[src/rtl/jtbubl_sndcomm.sv]
// Main/sound Z80 mailbox: command and reply latches, sound NMI pulse generator and
// stretched sound-CPU reset. Define JTBUBL_SNDCOMM_STATUS_EN for the status register and overrun flag.
module jtbubl_sndcomm #(
   parameter int NMI_LEN = 4,
   parameter int RST_LEN = 16
) (
   input  logic       clk24,
   input  logic       rst,
   input  logic       cen3,
   input  logic       main_cs,
   input  logic       main_wrn,
   input  logic       main_rdn,
   input  logic [1:0] main_addr,
   input  logic [7:0] main_dout,
   output logic [7:0] main_din,
   input  logic       snd_cs,
   input  logic       snd_wrn,
   input  logic       snd_rdn,
   input  logic [1:0] snd_addr,
   input  logic [7:0] snd_dout,
   output logic [7:0] snd_din,
   output logic       snd_nmi_n,
   output logic       snd_rst
);
   typedef enum logic [1:0] { NMI_IDLE, NMI_PULSE, NMI_WAIT } nmi_state_t;

   localparam logic [7:0] NMI_LOAD = 8'(NMI_LEN - 1);
   localparam logic [7:0] RST_LOAD = 8'(RST_LEN);

   logic       main_wr_lvl, main_rd_lvl, snd_wr_lvl, snd_rd_lvl;
   logic       main_wr_q, main_rd_q, snd_wr_q, snd_rd_q;
   logic       main_wr_edge, main_rd_edge, snd_wr_edge, snd_rd_edge;
   logic       main_we0, main_re0, main_we3;
   logic       snd_re0, snd_we0, snd_we1, snd_we2;
   logic [7:0] cmd_latch, rep_latch, stretch, nmi_cnt;
   logic       cmd_pend, rep_pend, nmi_en, rst_req;
   nmi_state_t nmi_st;

   assign main_wr_lvl  = main_cs & ~main_wrn;
   assign main_rd_lvl  = main_cs & ~main_rdn;
   assign snd_wr_lvl   = snd_cs  & ~snd_wrn;
   assign snd_rd_lvl   = snd_cs  & ~snd_rdn;
   assign main_wr_edge = main_wr_lvl & ~main_wr_q;
   assign main_rd_edge = main_rd_lvl & ~main_rd_q;
   assign snd_wr_edge  = snd_wr_lvl  & ~snd_wr_q;
   assign snd_rd_edge  = snd_rd_lvl  & ~snd_rd_q;

   assign main_we0 = main_wr_edge & (main_addr == 2'd0);
   assign main_re0 = main_rd_edge & (main_addr == 2'd0);
   assign main_we3 = main_wr_edge & (main_addr == 2'd3);
   // A sound CPU held in reset cannot change mailbox state.
   assign snd_re0  = snd_rd_edge & (snd_addr == 2'd0) & ~snd_rst;
   assign snd_we0  = snd_wr_edge & (snd_addr == 2'd0) & ~snd_rst;
   assign snd_we1  = snd_wr_edge & (snd_addr == 2'd1) & ~snd_rst;
   assign snd_we2  = snd_wr_edge & (snd_addr == 2'd2) & ~snd_rst;

   assign snd_rst = rst_req | (stretch != 8'd0);

   // NOTE: rst is synchronous, so it is tested inside the clocked block, not in the sensitivity list.
   always_ff @(posedge clk24) begin
      if (rst) begin
         main_wr_q <= 1'b0;
         main_rd_q <= 1'b0;
         snd_wr_q  <= 1'b0;
         snd_rd_q  <= 1'b0;
      end else begin
         // NOTE: non-blocking so every register samples the pre-edge values.
         main_wr_q <= main_wr_lvl;
         main_rd_q <= main_rd_lvl;
         snd_wr_q  <= snd_wr_lvl;
         snd_rd_q  <= snd_rd_lvl;
      end
   end

   // A main write racing a sound read wins: the new command stays pending.
   always_ff @(posedge clk24) begin
      if (rst) begin
         cmd_latch <= 8'h00;
         cmd_pend  <= 1'b0;
      end else if (main_we0) begin
         cmd_latch <= main_dout;
         cmd_pend  <= 1'b1;
      end else if (snd_re0) begin
         cmd_pend  <= 1'b0;
      end
   end

`ifdef JTBUBL_SNDCOMM_STATUS_EN
   logic       overrun;
   logic [7:0] status;

   always_ff @(posedge clk24) begin
      if (rst || snd_re0)             overrun <= 1'b0;
      else if (main_we0 && cmd_pend)  overrun <= 1'b1;
   end

   assign status = {5'b0, overrun, rep_pend, cmd_pend};
`endif

   always_ff @(posedge clk24) begin
      if (rst || snd_rst) begin
         rep_latch <= 8'h00;
         rep_pend  <= 1'b0;
      end else if (snd_we0) begin
         rep_latch <= snd_dout;
         rep_pend  <= 1'b1;
      end else if (main_re0) begin
         rep_pend  <= 1'b0;
      end
   end

   always_ff @(posedge clk24) begin
      if (rst || snd_rst) nmi_en <= 1'b0;
      else if (snd_we1)   nmi_en <= 1'b1;
      else if (snd_we2)   nmi_en <= 1'b0;
   end

   // A fresh reset request reloads the stretch even if one is already running.
   always_ff @(posedge clk24) begin
      if (rst) begin
         rst_req <= 1'b0;
         stretch <= RST_LOAD;
      end else begin
         if (main_we3) rst_req <= main_dout[0];
         if (main_we3 && main_dout[0])    stretch <= RST_LOAD;
         else if (cen3 && stretch != 8'd0) stretch <= stretch - 8'd1;
      end
   end

   always_ff @(posedge clk24) begin
      if (rst || snd_rst) begin
         nmi_st    <= NMI_IDLE;
         nmi_cnt   <= 8'd0;
         snd_nmi_n <= 1'b1;
      end else if (cen3) begin
         case (nmi_st)
            NMI_IDLE:
               if (cmd_pend && nmi_en) begin
                  nmi_st    <= NMI_PULSE;
                  nmi_cnt   <= NMI_LOAD;
                  snd_nmi_n <= 1'b0;
               end
            // Runs to completion regardless of nmi_en.
            NMI_PULSE:
               if (nmi_cnt == 8'd0) begin
                  nmi_st    <= NMI_WAIT;
                  snd_nmi_n <= 1'b1;
               end else begin
                  nmi_cnt <= nmi_cnt - 8'd1;
               end
            NMI_WAIT:
               if (!cmd_pend) nmi_st <= NMI_IDLE;
            default:
               nmi_st <= NMI_IDLE;
         endcase
      end
   end

   always_comb begin
      // NOTE: default first so every path assigns and no latch is inferred.
      main_din = 8'hff;
      if (main_rd_lvl) begin
         case (main_addr)
            2'd0:    main_din = rep_latch;
`ifdef JTBUBL_SNDCOMM_STATUS_EN
            2'd1:    main_din = status;
`endif
            default: main_din = 8'hff;
         endcase
      end
   end

   always_comb begin
      snd_din = 8'hff;
      if (snd_rd_lvl) begin
         case (snd_addr)
            2'd0:    snd_din = cmd_latch;
`ifdef JTBUBL_SNDCOMM_STATUS_EN
            2'd1:    snd_din = status;
`endif
            default: snd_din = 8'hff;
         endcase
      end
   end

endmodule

[config.mk]
export PLATFORM = sky130hd
export DESIGN_NAME = jtbubl_sndcomm
export DESIGN_NICKNAME = d
export VERILOG_FILES = /design/src/rtl/jtbubl_sndcomm.sv
export SDC_FILE = /design/constraint.sdc
export NUM_CORES = 1
export LEC_CHECK = 0
export ABC_AREA = 1
export BUFFER_PORTS_ARGS = -buffer_cell sky130_fd_sc_hd__buf_2
export CORE_MARGIN = 2
export CORE_UTILIZATION = 25
export DETAILED_ROUTE_END_ITERATION = 8
export GPL_ROUTABILITY_DRIVEN = 0
export HOLD_SLACK_MARGIN = 0.03
export PLACE_DENSITY = 0.54
export SLEW_MARGIN = 10
export SYNTH_ARGS = -nofsm -noshare
export SYNTH_HDL_FRONTEND = slang
export SYNTH_SLANG_ARGS = --single-unit
[constraint.sdc]
create_clock -name clk24 -period 3.9 [get_ports clk24]
set_input_delay 0.78 -clock clk24 [delete_from_list [all_inputs] [get_ports clk24]]
set_output_delay 0.78 -clock clk24 [all_outputs]
set_load 0.03 [all_outputs]
==> impl_metrics.env, run 1 <==
export IMPL_fin_tns_setup_ps=0
export IMPL_track_usage=0.109
export IMPL_ys_seq_area_frac=0.385
export IMPL_yosysMostFrequentCell="nand2_1"
export IMPL_powerDensity_nw_per_um2=340
export IMPL_h_tree_depth=2
export IMPL_syn_cell_area_um2=2130
export IMPL_design_area_um2=2560
export IMPL_report_final_hold_viol_count=0
export IMPL_vias=2021
export IMPL_synth_top_family_by_area="simple AND/OR/NAND/NOR gates"
export IMPL_synth_net_count=344
export IMPL_cts_tree="built"
export IMPL_place_area_um2=2470
export IMPL_overflow=0
export IMPL_nNetsFinal=394
export IMPL_synthAdderAreaFrac=0.0235
export IMPL_synthCells=311
export IMPL_yosysTopAreaCell="dfxtp_1"
export IMPL_fin_cells=467
export IMPL_hold_buffers=0
export IMPL_clockBufferDepth=2
export IMPL_synthMuxAreaShare=0
export IMPL_cts_root_buf="clkbuf_8"
export IMPL_slowest_delay_ps=470
export IMPL_port_buffers=46
export IMPL_ys_warn_count=0
export IMPL_synth_simple_area_share=0.374
export IMPL_min_delay_start="cmd_latch[2]"
export IMPL_synth_distinct_cells=30
export IMPL_crit_slowest_cell="nor2_1"
export IMPL_arrival_ps=1830
export IMPL_cp_startpoint="snd_addr[0]"
export IMPL_syn_area_per_cell_um2=6.86
export IMPL_syn2layout_area_growth_pct=20.0
export IMPL_routedWlPerCell_um=10.1
export IMPL_cp_cell_sequence="buf_2 > inv_1 > nand2_1 > nor2_1 > nand2_1 > buf_2"
export IMPL_r2r_start="nmi_st[1]"
export IMPL_peakVddDrop_uv=122
export IMPL_drv_slew=0
export IMPL_die_x_um=96.4
export IMPL_path_clk_slew_ps=90
export IMPL_vias_per_cell=4.33
export IMPL_switching_share=0.300
export IMPL_cap_viol_max_count=0
export IMPL_ios=47
export IMPL_grt_pass1_wl_um=7880
export IMPL_tightest_slew_ps=731
export IMPL_p_int_mw=0.608
export IMPL_pwr_share_comb=0.157
export IMPL_dr_pass1_iters=5
export IMPL_drtIter0Drc=75
export IMPL_antenna_found_initial=0
export IMPL_initial_core_util=0.258
export IMPL_critPathLaunchType="primary input"
export IMPL_synth_area_leaders="dfxtp_1, nand2_1, inv_1"
export IMPL_max_slew_margin=0.511
export IMPL_leakagePower_nw=1.07
export IMPL_hpwl_um=3620
export IMPL_cpLargestDelayFamily="simple AND/OR/NAND/NOR gates"
export IMPL_criticalPathCategory="primary input to output port"
export IMPL_cts_resized=0
export IMPL_die_area_um2=9280
export IMPL_dpl_cell_count=459
export IMPL_max_freq_mhz=383
export IMPL_status="finished, final reports clean"
export IMPL_clock_skew_ps=5.32
export IMPL_layout_drive_gt1_share=0.193
export IMPL_required_ps=3120
export IMPL_cp_num_buf_inv=3
export IMPL_grt_max_degree=18
export IMPL_cts_buffers=5
export IMPL_drc_errors=0
export IMPL_end_kind="output port"
export IMPL_clkLatencyLatePin_ps=300
export IMPL_die_height_um=96.4
export IMPL_synth_edf_count=0
export IMPL_first_global_vias=1753
export IMPL_rsz0062_at_grt="false"
export IMPL_yosysTopAreaCellShare=0.385
export IMPL_cts_sinks=41
export IMPL_layout_min_cycle_time_ps=2610
export IMPL_seqPwrFrac=0.513
export IMPL_synth_xor_xnor_area_share=0.0164
export IMPL_power_net_switching_mw=0.261
export IMPL_rows=33
export IMPL_setup_viol_count_final=0
export IMPL_synthFlopType="dfxtp_1"
export IMPL_async_reset_ff_frac=0
export IMPL_drt_total_wl_um=4690
export IMPL_holdCritPathClass="flop to flop"
export IMPL_core_area_um2=8260
export IMPL_antenna_cells=0
export IMPL_synth_compound_area_frac=0.0945
export IMPL_clockPowerShare=0.331
export IMPL_antenna_left=0
export IMPL_finalPower_mw=0.868
export IMPL_yosys_register_bits=41
export IMPL_finalCritPeriodShare=0.669
export IMPL_cts_setup_buffers=0
export IMPL_ys_top_cells_by_count="nand2_1, inv_1, dfxtp_1"
export IMPL_worstPathMaxFanout=9
==> metrics by stage <==
step	hold WS, ps	worst slack [ps]	utilization
5_1_grt	477	1100	0.310
2_1_floorplan	430	1250	-
4_1_cts	461	1260	0.310
3_3_place_gp	448	1300	0.299
3_5_place_dp	447	1270	0.299
6_report	458	1290	0.310
==> final timing paths <==
path,endpoint,cells past startpoint,slack (ps)
min reg2reg,cmd_latch[2],2,460
max,snd_din[6],6,1290
max reg2reg,nmi_cnt[6],7,2250
min,cmd_latch[2],2,460
==> cell type report <==
class                      count  area [um2]
multi-input combinational    215        1080
timing repair buffer          47         238
sequential                    41         821
clock buffer                   5        68.8
inverter                      51         191
clock inverter                 3        22.5
tap                          105         131
fill                         914        5700
==> per-layer routing <==
| metal | GRT usage | wire (um) | part of all wire | up-vias |
|---|---|---|---|---|
| met4 | 0.0317 | 40 | 0.0085 | 0 |
| li1 | - | - | - | 1079 |
| met1 | 0.136 | 2190 | 0.47 | 903 |
| met5 | 0 | 0 | 0 | - |
| met3 | 0.0251 | 164 | 0.035 | 5 |
| met2 | 0.185 | 2300 | 0.49 | 34 |
==> flip-flops by register name, summed over array words and instances (netlist names) <==
register   flops
snd_rd_q       1
nmi_st         2
nmi_cnt        8
snd_nmi_n      1
stretch        8
cmd_latch      8
snd_wr_q       1
rep_latch      8
nmi_en         1
rst_req        1
main_wr_q      1
cmd_pend       1
==> power by group through the flow <==
stage / sequential (mW) / combinational [mW] / clock, mW
floorplan: 0.452 / 0.100 / 0
global placement: 0.455 / 0.136 / 0
detailed placement: 0.455 / 0.138 / 0
CTS: 0.445 / 0.138 / 0.299
global route: 0.447 / 0.156 / 0.318
finish: 0.445 / 0.136 / 0.287
==> worst reg2reg max path: cells and delay by family (launching register included) <==
kind / cells / cell delay (ps)
AND/OR/NAND/NOR: 7 / 1140
flip-flops: 1 / 410
==> cells in the final DEF, fill, tap and decap left out, types with 2 or more instances in the layout <==
master      netlist  layout
nor2_1           36      36
inv_1            49      49
o21ai_0          10      10
nand3b_1          3       3
nor3_1            5       5
nand3_1          14      14
nor2_2            2       2
nand3_4           2       2
nor2_4            4       4
nand2_2           3       3
xor2_1            2       2
dfxtp_1          41      41
clkinvlp_4        0       3
nand2_1          82      82
nand4_1          12      12
xnor2_1           2       2
buf_2             1      46
ha_1              4       4
o21ai_1           2       2
a21oi_1          25      25
clkbuf_8          0       5
==> logic make-up (layout without fill, tap and decap cells) <==
kind of cell / after synthesis / in the layout
XOR/XNOR: 4 / 4
buffers and inverters: 55 / 106
flip-flops: 41 / 41
AO/OA/AOI/OAI: 39 / 39
AND/OR/NAND/NOR: 168 / 168
adder cells (fa/ha/maj): 4 / 4
No activity file was read; power rests on OpenSTA's default activity.
==> run 2, diff against run 1 <==
Clock period 3.9 ns to 2.65 ns, I/O delays scaled along.
==> impl_metrics.env, run 2 (synthesis gave the netlist of run 1 again) <==
export IMPL_cts_setup_buffers=0
export IMPL_finalCritPeriodShare=0.792
export IMPL_finalPower_mw=1.39
export IMPL_required_ps=2120
export IMPL_track_usage=0.108
export IMPL_holdCritPathClass="primary input to flop"
export IMPL_crit_slowest_cell="dfxtp_1"
export IMPL_initial_core_util=0.258
export IMPL_criticalPathCategory="flop to output port"
export IMPL_clkLatencyLatePin_ps=290
export IMPL_setup_viol_count_final=0
export IMPL_hold_buffers=0
export IMPL_clock_skew_ps=7.01
export IMPL_die_area_um2=9280
export IMPL_final_common_cell="nand2_1"
export IMPL_drtIter0Drc=63
export IMPL_report_final_hold_viol_count=0
export IMPL_routedWlPerCell_um=9.98
export IMPL_cts_root_buf="clkbuf_8"
export IMPL_nNetsFinal=394
export IMPL_drc_errors=0
export IMPL_syn2layout_area_growth_pct=21.3
export IMPL_fin_ws_ps=552
export IMPL_clockBufferDepth=2
export IMPL_peakVddDrop_uv=208
export IMPL_rsz0062_at_grt="false"
export IMPL_vias=1995
export IMPL_first_global_vias=1827
export IMPL_dp_slack_ps=523
export IMPL_critPathLaunchType="flop"
export IMPL_max_slew_margin=0.535
export IMPL_hpwl_um=3620
export IMPL_die_height_um=96.4
export IMPL_drv_slew=0
export IMPL_antenna_left=0
export IMPL_leakagePower_nw=1.09
export IMPL_tightest_slew_ps=694
export IMPL_status="finished, final reports clean"
export IMPL_path_clk_slew_ps=90
export IMPL_drt_total_wl_um=4660
export IMPL_grt_max_degree=18
export IMPL_vias_per_cell=4.27
export IMPL_cts_tree="built"
export IMPL_die_x_um=96.4
export IMPL_h_tree_depth=2
export IMPL_powerDensity_nw_per_um2=537
export IMPL_cts_sinks=41
export IMPL_cap_viol_max_count=0
export IMPL_antenna_found_initial=0
export IMPL_overflow=0
export IMPL_final_cell_mix="nand2_1, inv_1, buf_2, dfxtp_1, nor2_1"
export IMPL_max_freq_mhz=477
export IMPL_port_buffers=46
export IMPL_fin_tns_setup_ps=0
export IMPL_grt_pass1_wl_um=7960
export IMPL_layout_drive_gt1_share=0.193
export IMPL_cts_resized=0
export IMPL_core_area_um2=8260
export IMPL_cp_cell_sequence="inv_1 > ha_1 > nand2_2 > nor2_8 > nand2_1 > buf_2"
export IMPL_end_kind="output port"
export IMPL_worstPathMaxFanout=10
export IMPL_cts_buffers=5
export IMPL_arrival_ps=1570
export IMPL_dr_pass1_iters=4
export IMPL_rows=33
export IMPL_antenna_cells=0
export IMPL_layout_min_cycle_time_ps=2100
export IMPL_ios=47
export IMPL_slowest_delay_ps=330
[run 2: worst max-delay path, delay by kind of cell, from the launching register on]
kind | cells | cell delay, ps
adder cells (fa/ha/maj) | 1 | 180
buffers and inverters | 2 | 320
flip-flops | 1 | 330
AND/OR/NAND/NOR | 3 | 440
[run 2: power by group]
group | internal [mW] | switching [mW] | total (mW)
logic | 0.0733 | 0.127 | 0.201
registers | 0.636 | 0.0186 | 0.654
clock network | 0.306 | 0.227 | 0.533
total | 1.02 | 0.373 | 1.39
[run 2: through the flow]
| stage | area [um2] | hold slack (ps) | util | instances |
|---|---|---|---|---|
| floorplan | 2130 | 430 | - | 311 |
| global placement | 2470 | 444 | 0.299 | 459 |
| detailed placement | 2470 | 444 | 0.299 | 459 |
| CTS | 2590 | 397 | 0.313 | 467 |
| global route | 2590 | 398 | 0.313 | 467 |
| finish | 2590 | 405 | 0.313 | 467 |
[run 2: cell type report]
class | count | area (um2)
Tap cell | 105 | 131
Sequential cell | 41 | 821
Fill cell | 931 | 5670
Multi-Input combinational cell | 215 | 1080
Inverter | 51 | 191
Clock buffer | 6 | 82.6
Clock inverter | 2 | 37.5
Timing Repair Buffer | 47 | 238
[run 2: worst paths after layout]
| check | start | slack (ps) | depth (start not counted) | end |
|---|---|---|---|---|
| worst max register to register | nmi_st[1] | 1050 | 7 | nmi_cnt[6] |
| worst min-delay path | main_wrn | 410 | 2 | main_wr_q |
| worst min register to register | cmd_latch[3] | 450 | 2 | cmd_latch[3] |
| worst max-delay path | stretch[0] | 550 | 6 | snd_rst |
[run 2: per-layer routing]
| metal | track usage | share of wire | vias up |
|---|---|---|---|
| met2 | 0.183 | 0.48 | 25 |
| li1 | - | - | 1080 |
| met3 | 0.0282 | 0.033 | 7 |
| met1 | 0.135 | 0.47 | 883 |
| met4 | 0.0270 | 0.011 | 0 |
| met5 | 0 | 0 | - |
==> run 3, diff against run 2 <==
Clock period 2.65 ns to 2 ns, I/O delays scaled along.
==> impl_metrics.env, run 3 (synthesis gave the netlist of run 1 again) <==
export IMPL_antenna_found_initial=0
export IMPL_drv_slew=0
export IMPL_routedLengthMet1_um=2240
export IMPL_cp_num_buf_inv=2
export IMPL_track_usage=0.106
export IMPL_path_clk_slew_ps=90
export IMPL_routedWlPerCell_um=10.1
export IMPL_layout_min_cycle_time_ps=1830
export IMPL_cts_sinks=41
export IMPL_slowest_delay_ps=360
export IMPL_whs_path_depth=2
export IMPL_required_ps=1600
export IMPL_die_height_um=96.4
export IMPL_rows=33
export IMPL_leakagePower_nw=1.11
export IMPL_peakVddDrop_uv=331
export IMPL_min_delay_start="main_wrn"
export IMPL_end_kind="output port"
export IMPL_finalCritPeriodShare=0.916
export IMPL_grt_pass1_wl_um=7860
export IMPL_holdCritPathClass="primary input to flop"
export IMPL_met2_length_um=2340
export IMPL_arrival_ps=1430
export IMPL_cp_cell_sequence="inv_1 > ha_1 > nand2_2 > nor2_8 > nand2_1 > buf_2"
export IMPL_antenna_left=0
export IMPL_hold_slack_ps=273
export IMPL_layout_drive_gt1_share=0.204
export IMPL_cts_tree="built"
export IMPL_r2r_end="nmi_cnt[0]"
export IMPL_critPathLaunchType="flop"
export IMPL_cpLargestDelayFamily="flip-flops"
export IMPL_port_buffers=46
export IMPL_hpwl_um=3690
export IMPL_worstPathMaxFanout=5
export IMPL_clockBufferDepth=2
export IMPL_cts_root_buf="clkbuf_8"
export IMPL_ios=47
export IMPL_core_area_um2=8260
export IMPL_status="finished, final reports clean"
export IMPL_final_common_cell="nand2_1"
export IMPL_drtIter0Drc=89
export IMPL_place_area_um2=2480
export IMPL_max_slew_margin=0.679
export IMPL_rr_worst_depth=9
export IMPL_cap_viol_max_count=0
export IMPL_clkLatencyLatePin_ps=290
export IMPL_nNetsFinal=399
export IMPL_die_area_um2=9280
export IMPL_tightest_slew_ps=481
export IMPL_crit_slowest_cell="dfxtp_1"
export IMPL_dr_max_layer_used="met4"
export IMPL_cts_buffers=5
export IMPL_drt_total_wl_um=4750
export IMPL_r2r_start="stretch[0]"
export IMPL_reg2reg_slack_ps=500
export IMPL_dr_pass1_iters=4
export IMPL_rsz0062_at_grt="false"
export IMPL_overflow=0
export IMPL_first_global_vias=1857
export IMPL_setup_viol_count_final=0
export IMPL_grt_max_degree=18
export IMPL_initial_core_util=0.258
export IMPL_drc_errors=0
export IMPL_final_cell_mix="nand2_1, inv_1, buf_2, dfxtp_1, nor2_1"
export IMPL_fillers=910
export IMPL_h_tree_depth=2
export IMPL_clock_skew_ps=5.07
export IMPL_max_freq_mhz=546
export IMPL_powerDensity_nw_per_um2=700
export IMPL_die_x_um=96.4
export IMPL_criticalPathCategory="flop to output port"
export IMPL_antenna_cells=0
export IMPL_hold_path_end="main_wr_q"
export IMPL_fin_tns_setup_ps=0
export IMPL_vias=2044
export IMPL_vias_per_cell=4.33
export IMPL_wl_met3_um=149
export IMPL_report_final_hold_viol_count=0
export IMPL_design_area_um2=2620
export IMPL_syn2layout_area_growth_pct=22.8
run 3: changes by cell type in the layout (fill, tap and decap cells not counted):
cell	previous run	this run
buf_4	1	6
clkbuf_8	6	5
clkinv_4	0	1
run 3: area by class of cell:
class	instances	area [um2]	area share
multi-input combinational	215	1080	0.414
inverter	51	191	0.0731
clock buffer	5	68.8	0.0263
sequential	41	821	0.313
clock inverter	3	46.3	0.0177
timing repair buffer	52	275	0.105
tap	105	131	0.0502
run 3: report_power, final:
part | total [mW] | leakage (nW) | switching [mW] | internal, mW
registers | 0.868 | 0.333 | 0.0256 | 0.843
logic | 0.277 | 0.723 | 0.170 | 0.106
clock network | 0.688 | 0.0543 | 0.314 | 0.374
run 3: timing repair:
item,CTS,global route
resized for setup,0,0
hold buffers,0,0
endpoints found under the setup margin,0,1
buffers inserted,0,3
run 3: worst reg2reg max path, delay by kind of cell, from the launching register on:
kind	cells	cell delay, ps
fa+ha+maj	1	180
flops	1	330
simple gates	5	530
buf+inv	3	410
run 3: per-stage QoR:
step | util | cells | power (mW) | worst slack [ps]
2_1_floorplan | - | 311 | 1.08 | 107
6_report | 0.317 | 472 | 1.83 | 169
4_1_cts | 0.314 | 469 | 1.85 | 33.3
3_3_place_gp | 0.300 | 461 | 1.15 | 363
3_5_place_dp | 0.300 | 461 | 1.16 | 349
5_1_grt | 0.317 | 472 | 1.92 | 64.2
run 3: metal layers:
metal,up-vias,track usage
met1,925,0.128
met5,-,0
met3,2,0.0219
li1,1090,-
met2,27,0.188
met4,0,0.0329
run 3: how the worst max path moves through the flow:
stage                            start           end  depth (start not counted)
after detailed placement      main_wrn  cmd_latch[6]                          5
after floorplan                main_cs   main_din[0]                          3
after CTS                   stretch[0]       snd_rst                          6
after global placement    main_addr[1]   main_din[2]                          5
final                       stretch[0]       snd_rst                          6
after global routing        stretch[0]       snd_rst                          6
